**src/rtl/ps2_host_tx.sv**
```systemverilog
// PS/2 host-to-device command transmitter: inhibits the bus, issues a request-to-send,
// shifts a byte plus odd parity on device clock edges and reports ACK, NACK or timeout.
module ps2_host_tx #(
  parameter int INHIBIT_CYCLES = 6000,
  parameter int RTS_CYCLES     = 50,
  parameter int TIMEOUT_CYCLES = 1000000
) (
  input  logic       clock,
  input  logic       reset,
  input  logic [7:0] tx_data,
  input  logic       tx_valid,
  output logic       tx_ready,
  output logic       tx_done,
  output logic       tx_error,
  output logic       busy,
  input  logic       ps2_clk_i,
  input  logic       ps2_data_i,
  output logic       ps2_clk_oe,
  output logic       ps2_data_oe
);

  localparam int MAX_A   = (INHIBIT_CYCLES > RTS_CYCLES) ? INHIBIT_CYCLES : RTS_CYCLES;
  localparam int MAX_CYC = (MAX_A > TIMEOUT_CYCLES) ? MAX_A : TIMEOUT_CYCLES;
  localparam int CNT_W   = $clog2(MAX_CYC + 1);

  localparam logic [CNT_W-1:0] INH_LAST = CNT_W'(INHIBIT_CYCLES - 1);
  localparam logic [CNT_W-1:0] RTS_LAST = CNT_W'(RTS_CYCLES - 1);
  localparam logic [CNT_W-1:0] TO_LAST  = CNT_W'(TIMEOUT_CYCLES - 1);

  typedef enum logic [2:0] {
    IDLE,
    INHIBIT,
    RTS,
    SEND,
    ACK,
    WAIT_IDLE
  } state_e;

  state_e           state_q;
  logic [CNT_W-1:0] cnt_q;
  logic [CNT_W-1:0] cnt_d;
  logic [3:0]       bit_q;
  logic [7:0]       byte_q;
  logic             parity_q;
  logic [1:0]       clk_sync_q;
  logic [1:0]       data_sync_q;
  logic             clk_prev_q;
  logic             clk_oe_q;
  logic             data_oe_q;
  logic             done_q;
  logic             error_q;
  logic             busy_q;
  logic             ready_q;
  logic             fall_d;
  logic             timeout_d;

  assign cnt_d     = cnt_q + CNT_W'(1);
  assign fall_d    = clk_prev_q & ~clk_sync_q[1];
  assign timeout_d = (cnt_q == TO_LAST);

  always_ff @(posedge clock) begin
    clk_sync_q  <= {clk_sync_q[0], ps2_clk_i};
    data_sync_q <= {data_sync_q[0], ps2_data_i};
    clk_prev_q  <= clk_sync_q[1];
    done_q      <= 1'b0;
    error_q     <= 1'b0;
    if (reset) begin
      state_q     <= IDLE;
      clk_oe_q    <= 1'b0;
      data_oe_q   <= 1'b0;
      busy_q      <= 1'b0;
      ready_q     <= 1'b1;
      cnt_q       <= '0;
      bit_q       <= '0;
      clk_sync_q  <= 2'b11;
      data_sync_q <= 2'b11;
      clk_prev_q  <= 1'b1;
    end else begin
      case (state_q)
        IDLE: begin
          clk_oe_q  <= 1'b0;
          data_oe_q <= 1'b0;
          if (tx_valid && ready_q) begin
            byte_q   <= tx_data;
            parity_q <= ~^tx_data;
            cnt_q    <= '0;
            clk_oe_q <= 1'b1;
            busy_q   <= 1'b1;
            ready_q  <= 1'b0;
            state_q  <= INHIBIT;
          end
        end
        INHIBIT: begin
          if (cnt_q == INH_LAST) begin
            cnt_q     <= '0;
            data_oe_q <= 1'b1;
            state_q   <= RTS;
          end else begin
            cnt_q <= cnt_d;
          end
        end
        RTS: begin
          // Start bit stays driven low once the clock line is released.
          if (cnt_q == RTS_LAST) begin
            cnt_q    <= '0;
            bit_q    <= '0;
            clk_oe_q <= 1'b0;
            state_q  <= SEND;
          end else begin
            cnt_q <= cnt_d;
          end
        end
        SEND, ACK, WAIT_IDLE: begin
          cnt_q <= cnt_d;
          if (timeout_d) begin
            clk_oe_q  <= 1'b0;
            data_oe_q <= 1'b0;
            error_q   <= 1'b1;
            busy_q    <= 1'b0;
            ready_q   <= 1'b1;
            state_q   <= IDLE;
          end else if (state_q == SEND) begin
            if (fall_d) begin
              bit_q <= bit_q + 4'd1;
              if (bit_q < 4'd8) begin
                data_oe_q <= ~byte_q[bit_q[2:0]];
              end else if (bit_q == 4'd8) begin
                data_oe_q <= ~parity_q;
              end else begin
                data_oe_q <= 1'b0;
                state_q   <= ACK;
              end
            end
          end else if (state_q == ACK) begin
            if (fall_d) begin
              if (!data_sync_q[1]) begin
                state_q <= WAIT_IDLE;
              end else begin
                error_q <= 1'b1;
                busy_q  <= 1'b0;
                ready_q <= 1'b1;
                state_q <= IDLE;
              end
            end
          end else if (clk_sync_q[1] && data_sync_q[1]) begin
            done_q  <= 1'b1;
            busy_q  <= 1'b0;
            ready_q <= 1'b1;
            state_q <= IDLE;
          end
        end
        default: begin
          clk_oe_q  <= 1'b0;
          data_oe_q <= 1'b0;
          busy_q    <= 1'b0;
          ready_q   <= 1'b1;
          state_q   <= IDLE;
        end
      endcase
    end
  end

  assign tx_ready    = ready_q;
  assign tx_done     = done_q;
  assign tx_error    = error_q;
  assign busy        = busy_q;
  assign ps2_clk_oe  = clk_oe_q;
  assign ps2_data_oe = data_oe_q;

endmodule

```
**config.mk**
```make
export PLATFORM = sky130hd
export DESIGN_NAME = ps2_host_tx
export DESIGN_NICKNAME = d
export VERILOG_FILES = /design/src/rtl/ps2_host_tx.sv
export SDC_FILE = /design/constraint.sdc
export NUM_CORES = 1
export LEC_CHECK = 0
export BUFFER_PORTS_ARGS = -buffer_cell sky130_fd_sc_hd__buf_4
export CORE_MARGIN = 2
export CORE_UTILIZATION = 45
export CTS_CLUSTER_SIZE = 25
export DETAILED_ROUTE_END_ITERATION = 10
export GPL_TIMING_DRIVEN = 0
export PLACE_DENSITY = 0.67
export SETUP_SLACK_MARGIN = 0.3
export SLEW_MARGIN = 10
export SYNTH_ARGS = -nofsm -noshare
export SYNTH_HDL_FRONTEND = slang
export SYNTH_SLANG_ARGS = --single-unit
```
**constraint.sdc**
```tcl
create_clock -name clock -period 3.4 [get_ports clock]
set_clock_uncertainty 0.15 [all_clocks]
set_input_delay 0.34 -clock clock [delete_from_list [all_inputs] [get_ports clock]]
set_output_delay 0.34 -clock clock [all_outputs]
set_load 0.02 [all_outputs]
```
; ---- Word-level counts from Yosys, hierarchy flattened
; Cells that the tools add are included.
[totals]
reg_bits = 47
latchBits = 0
ramBits = 0
rom_bits = 0
input_bits = 13
output_inout_bits = 6
memories = 0
[op_classes]
add_sub_neg = 2
n_mul = 0
n_div = 0
n_lt_le_gt_ge = 2
n_eq_ne = 26
shift = 0
n_mux = 57
n_bitwise = 9
n_reduce_logical = 17
[ops]
columns = cell, n
row1 = case mux 20 bit (4 select lines), 1
row2 = two-way mux 20 bit, 3
row3 = two-way mux 3 bit, 12
row4 = two-way mux 1 bit, 30
row5 = inequality test 4 bit (second input constant), 6
row6 = adder 20 x 1 -> 20 bit (second input constant), 1
row7 = equality test 20 x 13 -> 1 bit (second input constant), 1
row8 = equality test 20 bit (second input constant), 1
row9 = equality test 20 x 6 -> 1 bit (second input constant), 1
row10 = two-way mux 4 bit, 4
row11 = inequality test 2 bit (second input constant), 7
row12 = case mux 3 bit (4 select lines), 1
row13 = inequality test 3 bit (second input constant), 3
row14 = case mux 1 bit (3 select lines), 3
row15 = inverter 1 bit, 8
row16 = case mux 4 bit (2 select lines), 1
row17 = AND reduction 8 bit, 1
row18 = XNOR reduction 8 bit, 1
row19 = equality test 3 x 2 -> 1 bit (second input constant), 2
row20 = equality test 3 bit (second input constant), 2
row21 = AND reduction 3 bit, 2
row22 = AND reduction 6 bit, 1
row23 = inequality test 5 bit (second input constant), 1
row24 = AND reduction 5 bit, 1
row25 = 17 further kinds, 19

; ---- Depth between registers and ports, before layout
[logic_depth]
depth_word = 8
depth_mapped = 9

; ---- Worst setup path before layout
; Ideal clock, no wire load.
[synth_timing]
kind = register to register
startpoint = register cnt_q[0]
endpoint = register state_q[0]
t_arrival_ps = 1971
required_time_ps = 3180
slack_ps = 1209
path_stages_with_launch = 8
n_path_buf = 0
period_less_slack_ps = 2191
path_cell_list = dfxtp_1 > ha_1 > nand3_1 > nand2b_2 > nor3_4 > o211ai_4 > or4_1 > a21oi_1
[synth_via]
elab_chain_cells = 3
[synth_rtl]
columns = item, line
row1 = start: declaration, 40  ; logic [CNT_W-1:0] cnt_q;
row2 = start signal: assignment, 99  ; cnt_q <= cnt_d;
row3 = start signal: assignment, 110  ; cnt_q <= cnt_d;
row4 = start signal: assignment, 114  ; cnt_q <= cnt_d;
row5 = "equality test 20 bit, or another cell as far along", 59  ; assign timeout_d = (cnt_q == TO_LAST);
row6 = "inequality test 5 bit (no line), or another cell as far along", n/a
row7 = AND reduction 8 bit (no line) or case mux 3 bit (4 select lines) (tied branches), n/a
row8 = end signal: assignment, 68  ; state_q <= IDLE;
row9 = end signal: assignment, 90  ; state_q <= INHIBIT;
row10 = end signal: assignment, 97  ; state_q <= RTS;
row11 = end: declaration, 39  ; state_e state_q;
; Parallel ways exist; a longest one is shown, timed or not.
; A chain may end at the register's enable or synchronous reset.

; ---- Final worst setup path
; Same ends and word-level chain as after synthesis.

==> flow_metrics.env <==
export IMPL_vias=1851
export IMPL_rsz0062_at_grt="false"
export IMPL_clock_path_buffers=2
export IMPL_start_util_pct=46.6
export IMPL_power_density_nw_per_um2=505
export IMPL_final_cell_mix="dfxtp_1 (38), nor2_1 (26), buf_4 (19), nand2_1 (15)"
export IMPL_grt_pass1_vias=1795
export IMPL_synth_cell_types=50
export IMPL_worst_slew_pin_slew_ns=0.686
export IMPL_power_frac_comb_pct=26.5
export IMPL_gp_congestion=0.877
export IMPL_seqPwrFrac_pct=49.6
export IMPL_setup_violations=0
export IMPL_period_share_pct=73.1
export IMPL_post_synth_cell_area_avg_um2=9.68
export IMPL_wl_met1_mm=2.25
export IMPL_sw_frac_of_total_pct=32.3
export IMPL_dieHeight_um=76.7
export IMPL_drv_cap=0
export IMPL_slew_viol_final=0
export IMPL_fin_setup_tns_ns=0
export IMPL_critical_path_endpoint_type="register"
export IMPL_dpl_hpwl_mm=3.50
export IMPL_clk_latency_ns=0.30
export IMPL_synth_seq_cells=47
export IMPL_antenna_found_initial=0
export IMPL_hold_violations=0
export IMPL_crit_chain="ha_1, nand3_1, nand2b_2, nor3_4, o211ai_4, or4_1, a21oi_1"
export IMPL_cts_made_buffers=5
export IMPL_highest_layer="met4"
export IMPL_ios=19
export IMPL_fillCellCount=497
export IMPL_met3WireLength_um=177
export IMPL_max_freq_ghz=0.402
export IMPL_cts_hold_buf=0
export IMPL_yosysSeqAreaShare_pct=43.3
export IMPL_nets=288
export IMPL_yosys_area_top_type="dfxtp_1"
export IMPL_grt_ovfl_total=0
export IMPL_status="completed"
export IMPL_fin_crit_ns=2.49
export IMPL_first_pass_iters=4
export IMPL_synthFlopType="dfxtp_1"
export IMPL_numClockSinks=47
export IMPL_core_um2=5110
export IMPL_cp_arrival_ns=2.57
export IMPL_syn_area_um2=2380
export IMPL_area_growth_pct=12.9
export IMPL_yosysWarnings=0
export IMPL_met2_length_mm=2.23
export IMPL_grt_total_usage_pct=17.5
export IMPL_leakage_nw=0.938
export IMPL_async_flop_share_pct=0
export IMPL_cpLargestDelayFamily="simple AND/OR/NAND/NOR gates"
export IMPL_dieArea_um2=5890
export IMPL_final_common_cell="dfxtp_1"
export IMPL_dr_first_iter_drc_count=75
export IMPL_clk_pin_slew_ns=0.08
export IMPL_ff_latch_area_um2=1030
export IMPL_slew_headroom_pct=53.9
export IMPL_drc_errors=0
export IMPL_p_int_mw=0.920
export IMPL_crit_type="reg -> reg"
export IMPL_grt_pass1_wl_mm=8.41
export IMPL_synth_area_top_cells="dfxtp_1 (32%), edfxtp_1 (11%), nor2_1 (4.1%)"
export IMPL_via_per_inst=5.41
export IMPL_cts_tree="done"
export IMPL_numPortBuffers=18
export IMPL_cts_resized=0
export IMPL_hold_class="in -> reg"
export IMPL_clkPwrFrac_pct=24.0
export IMPL_max_stage_delay_ns=0.49
export IMPL_die_w_um=76.7
export IMPL_drt_wl_total_mm=4.73
export IMPL_vdd_ir_drop_max_uv=259
export IMPL_synth_edf_count=9
export IMPL_drive_above_1_share_pct=16.9
export IMPL_post_cts_buffers=0
export IMPL_grt_max_degree=15
export IMPL_htreeDepth=2
export IMPL_wl_per_cell_um=13.8
export IMPL_root_buffer="clkbuf_8"
export IMPL_syn_inst=246
export IMPL_multi_input_area_um2=1280
export IMPL_critPathSlowestCell="or4_1"
export IMPL_antenna_cells=0
export IMPL_hold_ws_ns=0.0762
export IMPL_num_rows=26
export IMPL_path_max_fanout=9
export IMPL_synth_top_area_share_pct=31.9
export IMPL_crit_required_ns=3.48
export IMPL_crit_buf_inv=0
export IMPL_synth_nets=263
export IMPL_power_switching_mw=0.439
export IMPL_ant_nets=0
export IMPL_cp_start_kind="register"
==> cell usage after synthesis (5+ instances only) <==
cell,count
a21oi_1,12
clkbuf_1,5
dfxtp_1,38
edfxtp_1,9
inv_1,6
nand2_1,15
nand2b_1,5
nand3_1,12
nand4_1,6
nor2_1,26
nor2b_1,8
nor3_1,8
o21ai_0,7
or2_2,5
xnor2_1,11
xor2_1,10
==> worst reg2reg max path, stage by stage (launching register included) <==
cell      delay (ns)
dfxtp_1         0.43
ha_1            0.24
nand3_1         0.12
nand2b_2        0.27
nor3_4          0.44
o211ai_4        0.15
or4_1           0.49
a21oi_1         0.13
==> flip-flops by register name, indices dropped and copies added, names as in the netlist, 2 cells and up <==
name / count
bit_q: 4
byte_q: 8
clk_sync_q: 2
cnt_q: 20
data_sync_q: 2
state_q: 3
==> path summary, 6_finish.rpt <==
kind / start / endpoint / slack [ns] / depth (start not counted)
hold / removal: ps2_data_i / data_sync_q[0]$_SDFF_PP1_ / 0.08 / 2
setup reg to reg: cnt_q[0]$_SDFFE_PP0P_ / state_q[0]$_SDFFE_PP0P_ / 0.91 / 7
setup / recovery: cnt_q[0]$_SDFFE_PP0P_ / state_q[0]$_SDFFE_PP0P_ / 0.91 / 7
hold reg to reg: clk_sync_q[0]$_SDFF_PP1_ / clk_sync_q[1]$_SDFF_PP1_ / 0.27 / 1
==> stage by stage <==
stage	std cells	setup slack [ns]	utilization (%)	instance area (um2)	power, mW
after global placement	334	0.973	51.0	2600	1.04
after floorplan	246	1.21	-	2380	0.933
after CTS	342	0.913	52.6	2690	1.37
final	342	0.914	52.6	2690	1.36
after global routing	342	0.723	52.6	2690	1.44
after detailed placement	334	0.935	51.0	2600	1.05
==> cell type report <==
| type | instances | area share, % |
|---|---|---|
| Multi-Input combinational cell | 183 | 47.7 |
| Sequential cell | 47 | 38.4 |
| Timing Repair Buffer | 18 | 5.03 |
| Tap cell | 70 | 3.26 |
| Clock buffer | 5 | 2.56 |
| Buffer | 10 | 1.72 |
| Inverter | 6 | 0.838 |
| Clock inverter | 3 | 0.559 |
==> logic make-up (layout without fill, tap and decap cells) <==
| kind of cell | Yosys count | in the layout | share of synthesized area, % |
|---|---|---|---|
| simple gates | 112 | 112 | 26.3 |
| xor+xnor | 21 | 21 | 7.72 |
| flops | 47 | 47 | 43.3 |
| fa+ha+maj | 4 | 4 | 2.10 |
| compound gates | 41 | 41 | 14.6 |
| buf+inv | 16 | 42 | 2.89 |
| mux | 5 | 5 | 3.15 |
==> power by group through the flow <==
stage	logic, mW	clock network, mW	registers [mW]
2_1_floorplan	0.236	0	0.697
3_3_place_gp	0.356	0	0.685
3_5_place_dp	0.360	0	0.685
4_1_cts	0.363	0.339	0.673
5_1_grt	0.396	0.365	0.681
6_report	0.360	0.326	0.673
==> per-layer routing <==
metal	up-vias	track usage (%)
met5	-	0
met1	868	23.7
met4	0	6.18
met2	36	27.4
met3	7	4.12
li1	940	-
Power figures use the tool's default switching activity.
